--- src/rtl/ms_tick_bcd_counter.sv ---
// Millisecond BCD accumulator with a run/pause/clear controller, fed by the 1 ms prescaler tick.
// Optional lap-freeze display hold is enabled by defining MS_COUNTER_LAP_EN.

module ms_tick_bcd_counter #(
    parameter int NDIG = 4,
    parameter bit WRAP = 1'b0
) (
    input  logic              CLK,
    input  logic              RST,
    input  logic              TICK,
    input  logic              START,
    input  logic              STOP,
    input  logic              CLR,
`ifdef MS_COUNTER_LAP_EN
    input  logic              LAP,
    output logic              LAPPED,
`endif
    output logic [4*NDIG-1:0] BCD,
    output logic              RUNNING,
    output logic              OVF
);

    localparam int W = 4 * NDIG;

    typedef enum logic [1:0] {
        IDLE  = 2'd0,
        RUN   = 2'd1,
        PAUSE = 2'd2
    } state_t;

    state_t         state_q;
    state_t         state_d;
    logic [W-1:0]   count_q;
    logic [W-1:0]   count_d;
    logic [W-1:0]   count_inc;
    logic           all_nines;
    logic           tick_run;
    logic           ovf_q;
    logic           ovf_d;
    logic           running_q;

    // Ripple-carry BCD increment; a carry surviving the top digit means the count was all nines.
    always_comb begin : incrementer
        logic carry;
        carry     = 1'b1;
        count_inc = count_q;
        for (int i = 0; i < NDIG; i++) begin
            if (carry) begin
                if (count_q[4*i +: 4] == 4'd9) begin
                    count_inc[4*i +: 4] = 4'd0;
                end else begin
                    count_inc[4*i +: 4] = count_q[4*i +: 4] + 4'd1;
                    carry               = 1'b0;
                end
            end
        end
        all_nines = carry;
    end

    assign tick_run = (state_q == RUN) && TICK;

    always_comb begin
        state_d = state_q;
        count_d = count_q;
        ovf_d   = ovf_q;
        if (CLR) begin
            state_d = IDLE;
            count_d = '0;
            ovf_d   = 1'b0;
        end else begin
            if (tick_run) begin
                if (all_nines) begin
                    ovf_d = 1'b1;
                    if (WRAP) begin
                        count_d = '0;
                    end else begin
                        state_d = PAUSE;
                    end
                end else begin
                    count_d = count_inc;
                end
            end
            // A tick in the START cycle is not counted because tick_run looks at the old state.
            if (STOP && (state_q == RUN)) begin
                state_d = PAUSE;
            end else if (START && (state_q != RUN)) begin
                state_d = RUN;
            end
        end
    end

    always_ff @(posedge CLK or posedge RST) begin
        if (RST) begin
            state_q   <= IDLE;
            count_q   <= '0;
            ovf_q     <= 1'b0;
            running_q <= 1'b0;
        end else begin
            state_q   <= state_d;
            count_q   <= count_d;
            ovf_q     <= ovf_d;
            running_q <= (state_d == RUN);
        end
    end

    assign RUNNING = running_q;
    assign OVF     = ovf_q;

`ifdef MS_COUNTER_LAP_EN
    logic         lap_q;
    logic         lap_d;
    logic [W-1:0] disp_q;
    logic [W-1:0] disp_d;

    // The display register follows the live count except while a lap freeze is held.
    always_comb begin
        lap_d = lap_q;
        if (lap_q) begin
            if (LAP || STOP || CLR) begin
                lap_d = 1'b0;
            end
        end else if (LAP && (state_q == RUN) && !STOP && !CLR) begin
            lap_d = 1'b1;
        end
        disp_d = (lap_q && lap_d) ? disp_q : count_d;
    end

    always_ff @(posedge CLK or posedge RST) begin
        if (RST) begin
            lap_q  <= 1'b0;
            disp_q <= '0;
        end else begin
            lap_q  <= lap_d;
            disp_q <= disp_d;
        end
    end

    assign BCD    = disp_q;
    assign LAPPED = lap_q;
`else
    assign BCD = count_q;
`endif

endmodule

--- config.mk ---
export PLATFORM = sky130hd
export DESIGN_NAME = ms_tick_bcd_counter
export DESIGN_NICKNAME = d
export VERILOG_FILES = /design/src/rtl/ms_tick_bcd_counter.sv
export SDC_FILE = /design/constraint.sdc
export NUM_CORES = 1
export LEC_CHECK = 0
export BUFFER_PORTS_ARGS = -buffer_cell sky130_fd_sc_hd__buf_4
export CAP_MARGIN = 20
export CORE_MARGIN = 8
export CORE_UTILIZATION = 48
export DETAILED_ROUTE_END_ITERATION = 6
export PLACE_DENSITY_LB_ADDON = 0.3
export SLEW_MARGIN = 0
export SYNTH_ARGS = -nofsm -noshare
export SYNTH_HDL_FRONTEND = slang
export SYNTH_SLANG_ARGS = --single-unit
--- constraint.sdc ---
create_clock -name CLK -period 1.51 [get_ports CLK]
set_input_delay 0.0755 -clock CLK [delete_from_list [all_inputs] [get_ports CLK]]
set_output_delay 0.0755 -clock CLK [all_outputs]
set_load 0.02 [all_outputs]
# == Word level (Yosys, flattened, before mapping) ==
# Cells that the tools add are included.
# word_totals
reg_bits,20
input_bits,6
output_inout_bits,18
elab_cells,57
# op_classes
n_addsub,4
n_eq_ne,8
n_mux,25
n_reduce_logical,13
# ops
operator,n
$mux W16,3
$mux W4,7
$add A4 B1 Y4 const B,4
$eq A4 B4 Y1 const B,4
$mux W1,10
$mux W2,5
$reduce_bool A2 Y1,5
$reduce_and A3 Y1,3
$eq A2 B1 Y1 const B,2
$reduce_and A2 Y1,2
$logic_and A1 B1 Y1,3
$ne A2 B1 Y1 const B,1
$ne A2 B2 Y1 const B,1

# == Longest topological paths before layout ==
# Gate-level depths: netlist of the first run.
# logic_depth
ltp_word,11
ltp_mapped,7
ltp_nobuf,6

# == Worst setup path before layout of the first run ==
# OpenSTA, ideal clock, no wires.
# synth_path
kind,reg-to-reg
from,"reg count_q[0], in the netlist BCD[0]"
to,"reg count_q[10], in the netlist BCD[10]"
setup_time_ps,78
arrival_ps,1711
t_required_ps,1432
path_slack_ps,-279
path_stages_with_launch,7
path_buffers,1
synth_period_minus_slack_ps,1789
cell_sequence,dfrtp_1 ha_1 and3b_1 buf_6 o2111ai_4 or4_1 a21oi_1
# synth_via
elab_chain_cells,7
elab_cells_between_ends,8
cone_classes,2 x eq/ne; 4 x mux; 2 x reduce/logical
# synth_lines
element,line_no,text
from (decl),33,logic [W-1:0] count_q;
from (signal assigned),100,count_q <= count_d;
$eq A4 B4 Y1 (*),49,if (count_q[4*i +: 4] == 4'd9) begin
$mux W1 (*),49,
$mux W1 (*),48,if (carry) begin
$mux W1 (2 in a row),48,
$ne A2 B2 Y1 (no line),-,
$reduce_and A3 Y1 (no line) (*),-,
# Every way passes the cells marked *; elsewhere a longest branch is shown, timed or not.
# A chain may end at the register's enable or synchronous reset.

# == Final worst setup path of the first run ==
# layout_path
from,"reg count_q[1], in the netlist BCD[1]"
to,reg state_q[1]
# layout_via
elab_chain_cells,10
# layout_lines
element,line_no,text
$eq A4 B4 Y1,49,
$mux W1,49,
$mux W1 (3 in a row),48,
$mux W2,72,if (all_nines) begin
$mux W2,71,if (tick_run) begin
$mux W2,86,end else if (START && (state_q != RUN)) begin
$mux W2,84,if (STOP && (state_q == RUN)) begin
$mux W2,66,if (CLR) begin
via state_d[1],32,state_t state_d;
to (signal assigned),99,state_q <= state_d;
to (decl),31,state_t state_q;
# The timed path passes the listed nets, and every way through them passes these cells.

==> summary.md, run 1 <==
| Metric | Value |
|---|---|
| DR pass1 iterations | 4 |
| Mapped cell area | 1210 um2 |
| Fillers | between 100 and 150 |
| Critical path endpoint category | register |
| Core area | approximately 2400 um2 |
| Max Cap Viol | 0 |
| Wire per inst | roughly 18 um |
| Failing checks | negative setup slack |
| Final min period | 1740 ps |
| Post-synth ARST share | 100% |
| Number of flops mapped to enable cells by yosys | 0 |
| WL final | ~4100 um |
| Post-synthesis cell type count | 30 |
| Commonest non-fill, non-tap cell in the layout | buf_4 |
| Vias/cell | between 5 and 6 |
| Slew @ Worst Pin | between 300 and 400 ps |
| Register area share after synthesis | about two fifths |
| Overall Global Routing Usage | between 10% and 20% |
| Boundary Pins | 24 |
| Row count | 18 |
| Clock Root Buffer | clkbuf_4 |
| Final hold vios | 0 |
| Initial antenna violation count | 0 |
| WP data required | 1750 ps |
| Hpwl dp | around 2400 um |
| Largest net degree at the start of global routing | 22 |
| Met1 global-route usage | about a fifth |
| Via count | 1264 |
| Die Wd | 66.2 um |
| Area Growth Syn to Fin | 65.5% |
| First-pass GRT wire length | 6530 um |
| HP Class | in -> reg |
| Clock insertion delay at the later pin of the skew report | 300 ps |
| Outcome | complete, but fails checks |
| PD cells | 496 nW/um2 |
| RD Place Congestion | between 0.8 and 0.9 |
| Crit Path Class | reg -> reg |
| CP Max Fanout | 5 |
| Most heavily used metal layer in global routing | met2 |
| Worst-path clk slew | between 100 and 150 ps |
| DRC | 0 |
| Die height | ~66 um |
| Post-synth top flop | dfrtp_1 |
| Vias in the first global route | about 1400 |
| Number of antenna-violating nets in the routed design | 0 |
| # setup viols final | 19 |
| Total Power | 993 uW |
| Worst slew margin | between 70% and 80% |
| Area leader, netlist | dfrtp_1 |
| CTS tree | built |
| Met2 Resource Use GR | approximately a third |
| Layout cell share with drive strength beyond 1 | around 56% |
| Die area | ~4400 um2 |
| Syn nets | around 140 |
| Layout net count | roughly 210 |
| CP Data Arrival Time | 1980 ps |
| Iteration-0 DRC Markers | between 80 and 90 |
| IO buf count | 23 |
| Max Slew Vio Count | 0 |
| Leakage | 0.000940 uW |
| Final worst slack | -235 ps |
| Sum Neg Setup Slack | -2730 ps |
| Initial core utilization | between 40% and 50% |
| # H-tree levels | 1 |
| Met3 usage | roughly 3.2% |
| Synth Warn # | 0 |
| CTS Buf Count | 3 |
| Footprint of the multi-input gates | ~840 um2 |
| Sink Count | 20 |
| Clock skew | 3.76 ps |
| Clock Path Buffers | 2 |
| Max frequency | ~570 MHz |
| Worst vdd ir | ~0.00075 V |
| Post-synthesis instance total | around 130 |
| RSZ-0062 raised after global routing | yes |
| Seq cells post-synth | 20 |
| Most frequent cells in the layout | buf_4 (57), dfrtp_1 (13), a21oi_1 (10) |
| FF+latch area | between 500 and 600 um2 |
| Synth top area share | about two fifths |
| Top cells by area, synth | dfrtp_1 (41%), ha_1 (8.3%), a21oi_1 (6.6%), nand3b_1 (3.7%), inv_1 (3.1%) |
| Final Cycle Share | 116% |
| N_diodes | 0 |
| Mean Syn Cell Area | about 9.5 um2 |
| GRT overflow | 0 |
| Setup crit start kind | register |
## flip-flops by register name, indices dropped and copies added, names as in the netlist
signal   count
RUNNING      1
OVF          1
BCD         16
state_q      2
## path summary, 6_finish.rpt
kind                               startpoint  slack, ps                    to  cells after the start
max                        BCD[1]$_DFFE_PP0P_       -230  state_q[1]$_DFF_PP0_                      6
min                                     START         60     RUNNING$_DFF_PP0_                      3
max reg2reg                BCD[1]$_DFFE_PP0P_       -230  state_q[1]$_DFF_PP0_                      6
min reg2reg                   OVF$_DFFE_PP0P_        570       OVF$_DFFE_PP0P_                      2
max in group asynchronous                 RST        940    BCD[8]$_DFFE_PP0P_                      4
min in group asynchronous                 RST        350       OVF$_DFFE_PP0P_                      4
## Yosys cell counts (3+ instances only)
cell	number
nor2_1	6
nor4_1	4
inv_1	10
nor3_1	3
a21oi_1	16
dfrtp_1	20
nand2_1	9
or3_1	6
nand3_1	4
and3b_1	4
ha_1	8
o21ai_0	7
nand3b_1	6
or4_1	3
## cell families after synthesis
kind of cell	Yosys count	synth area share (%)
adder cells (fa/ha/maj)	8	8.28
XOR/XNOR	1	0.725
AND/OR/NAND/NOR	50	25.5
flip-flops	20	41.4
buffers and inverters	14	5.07
multiplexers	1	0.828
AO/OA/AOI/OAI	33	18.2
## stage by stage
step                      cell area [um2]  hold slack, ps  setup slack (ps)  cells  utilization (%)
after floorplan                      1250            38.8              -206    127                -
after global placement               1660             122              -164    206             68.4
after detailed placement             1660             130              -256    206             68.4
after CTS                            1930            38.3              -183    220             79.5
after global routing                 2000            39.7              -285    224             82.3
final                                2000            60.6              -235    224             82.3
## repair_timing
action | CTS | global route
hold endpoints to repair | 21 | 0
buffers inserted | 9 | 5
gates resized for setup | 29 | 11
hold buffers | 2 | 0
endpoints found under the setup margin | 20 | 20
pin swaps | 14 | 10
## report_power, final
part / total [uW] / internal [uW] / switching [uW] / leakage (uW)
clock: 313 / 147 / 166 / 0.0000210
sequential: 550 / 544 / 5.80 / 0.000265
combinational: 130 / 58.3 / 72.0 / 0.000653
## cell type report
type                       count  share of cell area, %
clock buffer                   4                   1.81
inverter                      10                   1.88
multi-input combinational     93                   42.1
sequential                    20                   25.5
tap                           30                   1.88
timing repair buffer          67                   26.9
## critical path, cell delays in order (launching register included)
cell and delay (ps):
dfrtp_2 420, inv_2 60, ha_4 120, and3b_2 290
nand2_2 80, or4_4 550, a21oi_4 150
## metal layers
metal / part of all wire [%] / vias up
li1: - / 597
met1: 38 / 603
met2: 53 / 52
met3: 5.9 / 12
met4: 2.8 / 0
met5: 0 / -
No activity file was read; power rests on OpenSTA's default activity.
==> run 2, diff against run 1 <==
- CORE_UTILIZATION: 48 -> 50
- clock period: 1.51 -> 2.2 ns (I/O delays scaled with it)
==> run 2 against run 1 <==
  * The run now ends clean
  * Via count fell by 17%
  * Hold slack gained 15 ps
  * Global-route usage fell by 5.5 points
  * Non-clock buffer count fell by 42
  * First-iteration DRC count shrank 56%
  * Critical endpoint is now BCD[10]$_DFFE_PP0P_
  * Highest routed layer unchanged
==> summary.md, run 2 (synthesis results as in run 1) <==
| Metric | Value |
|---|---|
| Outcome | complete, no violations |
| WL final | 2560 um (-37%) |
| Final min period | 1940 ps (+194 ps) |
| DR pass1 iterations | 4 (unchanged) |
| Sw frac | 21.4% (-3.1 points) |
| Initial antenna violation count | 0 (unchanged) |
| Worst-path cell with the longest stage delay | dfrtp_1 |
| Max Cap Viol | 0 (unchanged) |
| Most frequent cells in the layout | buf_4 (23), dfrtp_1 (20), a21oi_1 (16) |
| Number of antenna-violating nets in the routed design | 0 (unchanged) |
| Crit Path Class | reg -> reg |
| Die area | 4250 um2 (-3.0%) |
| Boundary Pins | 24 (unchanged) |
| Layout cell share with drive strength beyond 1 | 20.4% (-35 points) |
| Max Slew Vio Count | 0 (unchanged) |
| CTS Buf Count | 3 (unchanged) |
| Total Power | 737 uW (-26%) |
| Vias/cell | 5.74 (+1.8%) |
| RD Place Congestion | 0.788 (-2.8%) |
| Core area | 2390 um2 (-1.9%) |
| WHS Path Cells | 3 (unchanged) |
| DRC | 0 (unchanged) |
| IO buf count | 23 (unchanged) |
| Sw Pwr | 157 uW (-35%) |
| Internal power | 579 uW (-23%) |
| Sequential power share | 51.4% (-4.0 points) |
| Clock Path Buffers | 2 (unchanged) |
| PD cells | 502 nW/um2 (+1.1%) |
| Worst-path clk slew | 120 ps (about the same) |
| Largest net degree at the start of global routing | 22 (unchanged) |
| N_diodes | 0 (unchanged) |
| Die Wd | 65.2 um (-1.5%) |
| Clock Root Buffer | clkbuf_4 |
| WP data required | 2440 ps (+690 ps) |
| Overall Global Routing Usage | 13.5% (-5.5 points) |
| Layout net count | 167 (-20%) |
| Final hold vios | 0 (unchanged) |
| Post-route insts no fill | 182 (-19%) |
| CP Data Arrival Time | 2180 ps (+200 ps) |
| Final Cell Area | 1470 um2 (-27%) |
| Commonest non-fill, non-tap cell in the layout | buf_4 |
| Critical path endpoint category | register |
| Leakage | 0.000684 uW (-27%) |
| Clock insertion delay at the later pin of the skew report | 300 ps (about the same) |
| Initial core utilization | 50.6% (+0.94 points) |
| Worst slew margin | 50.6% (-26 points) |
| Worst vdd ir | 0.000475 V (-36%) |
| Vias in the first global route | 1017 (-25%) |
| GRT overflow | 0 (unchanged) |
| Die height | 65.2 um (-1.5%) |
| CP Max Fanout | 8 (+3) |
| Largest stage delay on the critical path | 440 ps (-110 ps) |
| Setup crit start kind | register |
| Sum Neg Setup Slack | 0 ps (+2730 ps) |
| Slew @ Worst Pin | 740 ps (+385 ps) |
| Max frequency | 516 MHz (-10%) |
| First-pass GRT wire length | 4650 um (-29%) |
| Cts repair resizes | 0 (-100%) |
| DP Area | 1400 um2 (-16%) |
| Sink Count | 20 (unchanged) |
| # H-tree levels | 1 (unchanged) |
| Cts hold-fix bufs | 2 (unchanged) |
| Iteration-0 DRC Markers | 39 (-56%) |
| Row count | 18 (unchanged) |
| CP cell instances | inv_1, ha_1, and3b_1, o2111ai_4, or4_1, a21oi_1 |
| RSZ-0062 raised after global routing | no |
| Proportion of power drawn by combinational gates | 7.5% (-5.6 points) |
| Max reg flops | 16 (unchanged) |
| Post CTS Setup Buffer Count | 0 (-9) |
| CTS tree | built |
| # setup viols final | 0 (-19) |
| Area Growth Syn to Fin | 21.4% |
| Clk pwr share | 41.1% (+9.6 points) |
| Worst reg-to-reg path cell count | 6 (unchanged) |
| Placed cells | 176 (-15%) |
| Clock skew | 3.25 ps (-0.515 ps) |
| Fillers | 207 (+58%) |
| Via count | 1045 (-17%) |
| Hpwl dp | 1950 um (-18%) |
| Wire per inst | 14.1 um (-23%) |
| Final Cycle Share | 88.1% (-27 points) |
| HP Class | in -> reg |
run 2: critical path: cells and delay by family (launching register included):
kind	cells	cell delay, ps
and+or+nand+nor	2	830
DFF	1	440
adders and majority gates	1	170
AOI/OAI and AO/OA	2	360
buffers and inverters	1	70
run 2: power by group through the flow:
stage	clock network, uW	logic (uW)	registers [uW]
6_report	302	55.5	379
5_1_grt	319	62.7	379
4_1_cts	307	56.4	379
3_5_place_dp	0	53.6	386
3_3_place_gp	0	52.6	385
2_1_floorplan	0	30.3	389
run 2: area by class of cell:
type	count	area (um2)	share of cell area (%)
multi-input combinational	93	647	44.1
sequential	20	500	34.1
inverter	10	37.5	2.56
clock inverter	1	30.0	2.05
tap	30	37.5	2.56
timing repair buffer	25	193	13.1
clock buffer	3	22.5	1.53
run 2: worst paths after layout:
check / startpoint / to / slack [ps]
min: START / RUNNING$_DFF_PP0_ / 80
max reg2reg: BCD[1]$_DFFE_PP0P_ / BCD[10]$_DFFE_PP0P_ / 260
min reg2reg: OVF$_DFFE_PP0P_ / OVF$_DFFE_PP0P_ / 550
max: BCD[1]$_DFFE_PP0P_ / BCD[10]$_DFFE_PP0P_ / 260
max in group asynchronous: RST / BCD[6]$_DFFE_PP0P_ / 1260
min in group asynchronous: RST / BCD[9]$_DFFE_PP0P_ / 480
run 2: per-stage QoR:
stage               hold WS (ps)  util (%)  setup WS (ps)
detailed placement           289      58.4            291
CTS                         62.6      61.5            252
floorplan                   73.8         -            411
global placement             285      58.4            351
global route                 118      61.5           67.3
finish                      75.6      61.5            261
run 2: per-layer routing:
layer	vias up	GRT usage (%)	routed length (um)
met1	501	16.0	1110
met5	-	0	0
li1	516	-	-
met4	0	5.72	40
met3	5	3.40	128
met2	23	22.8	1280
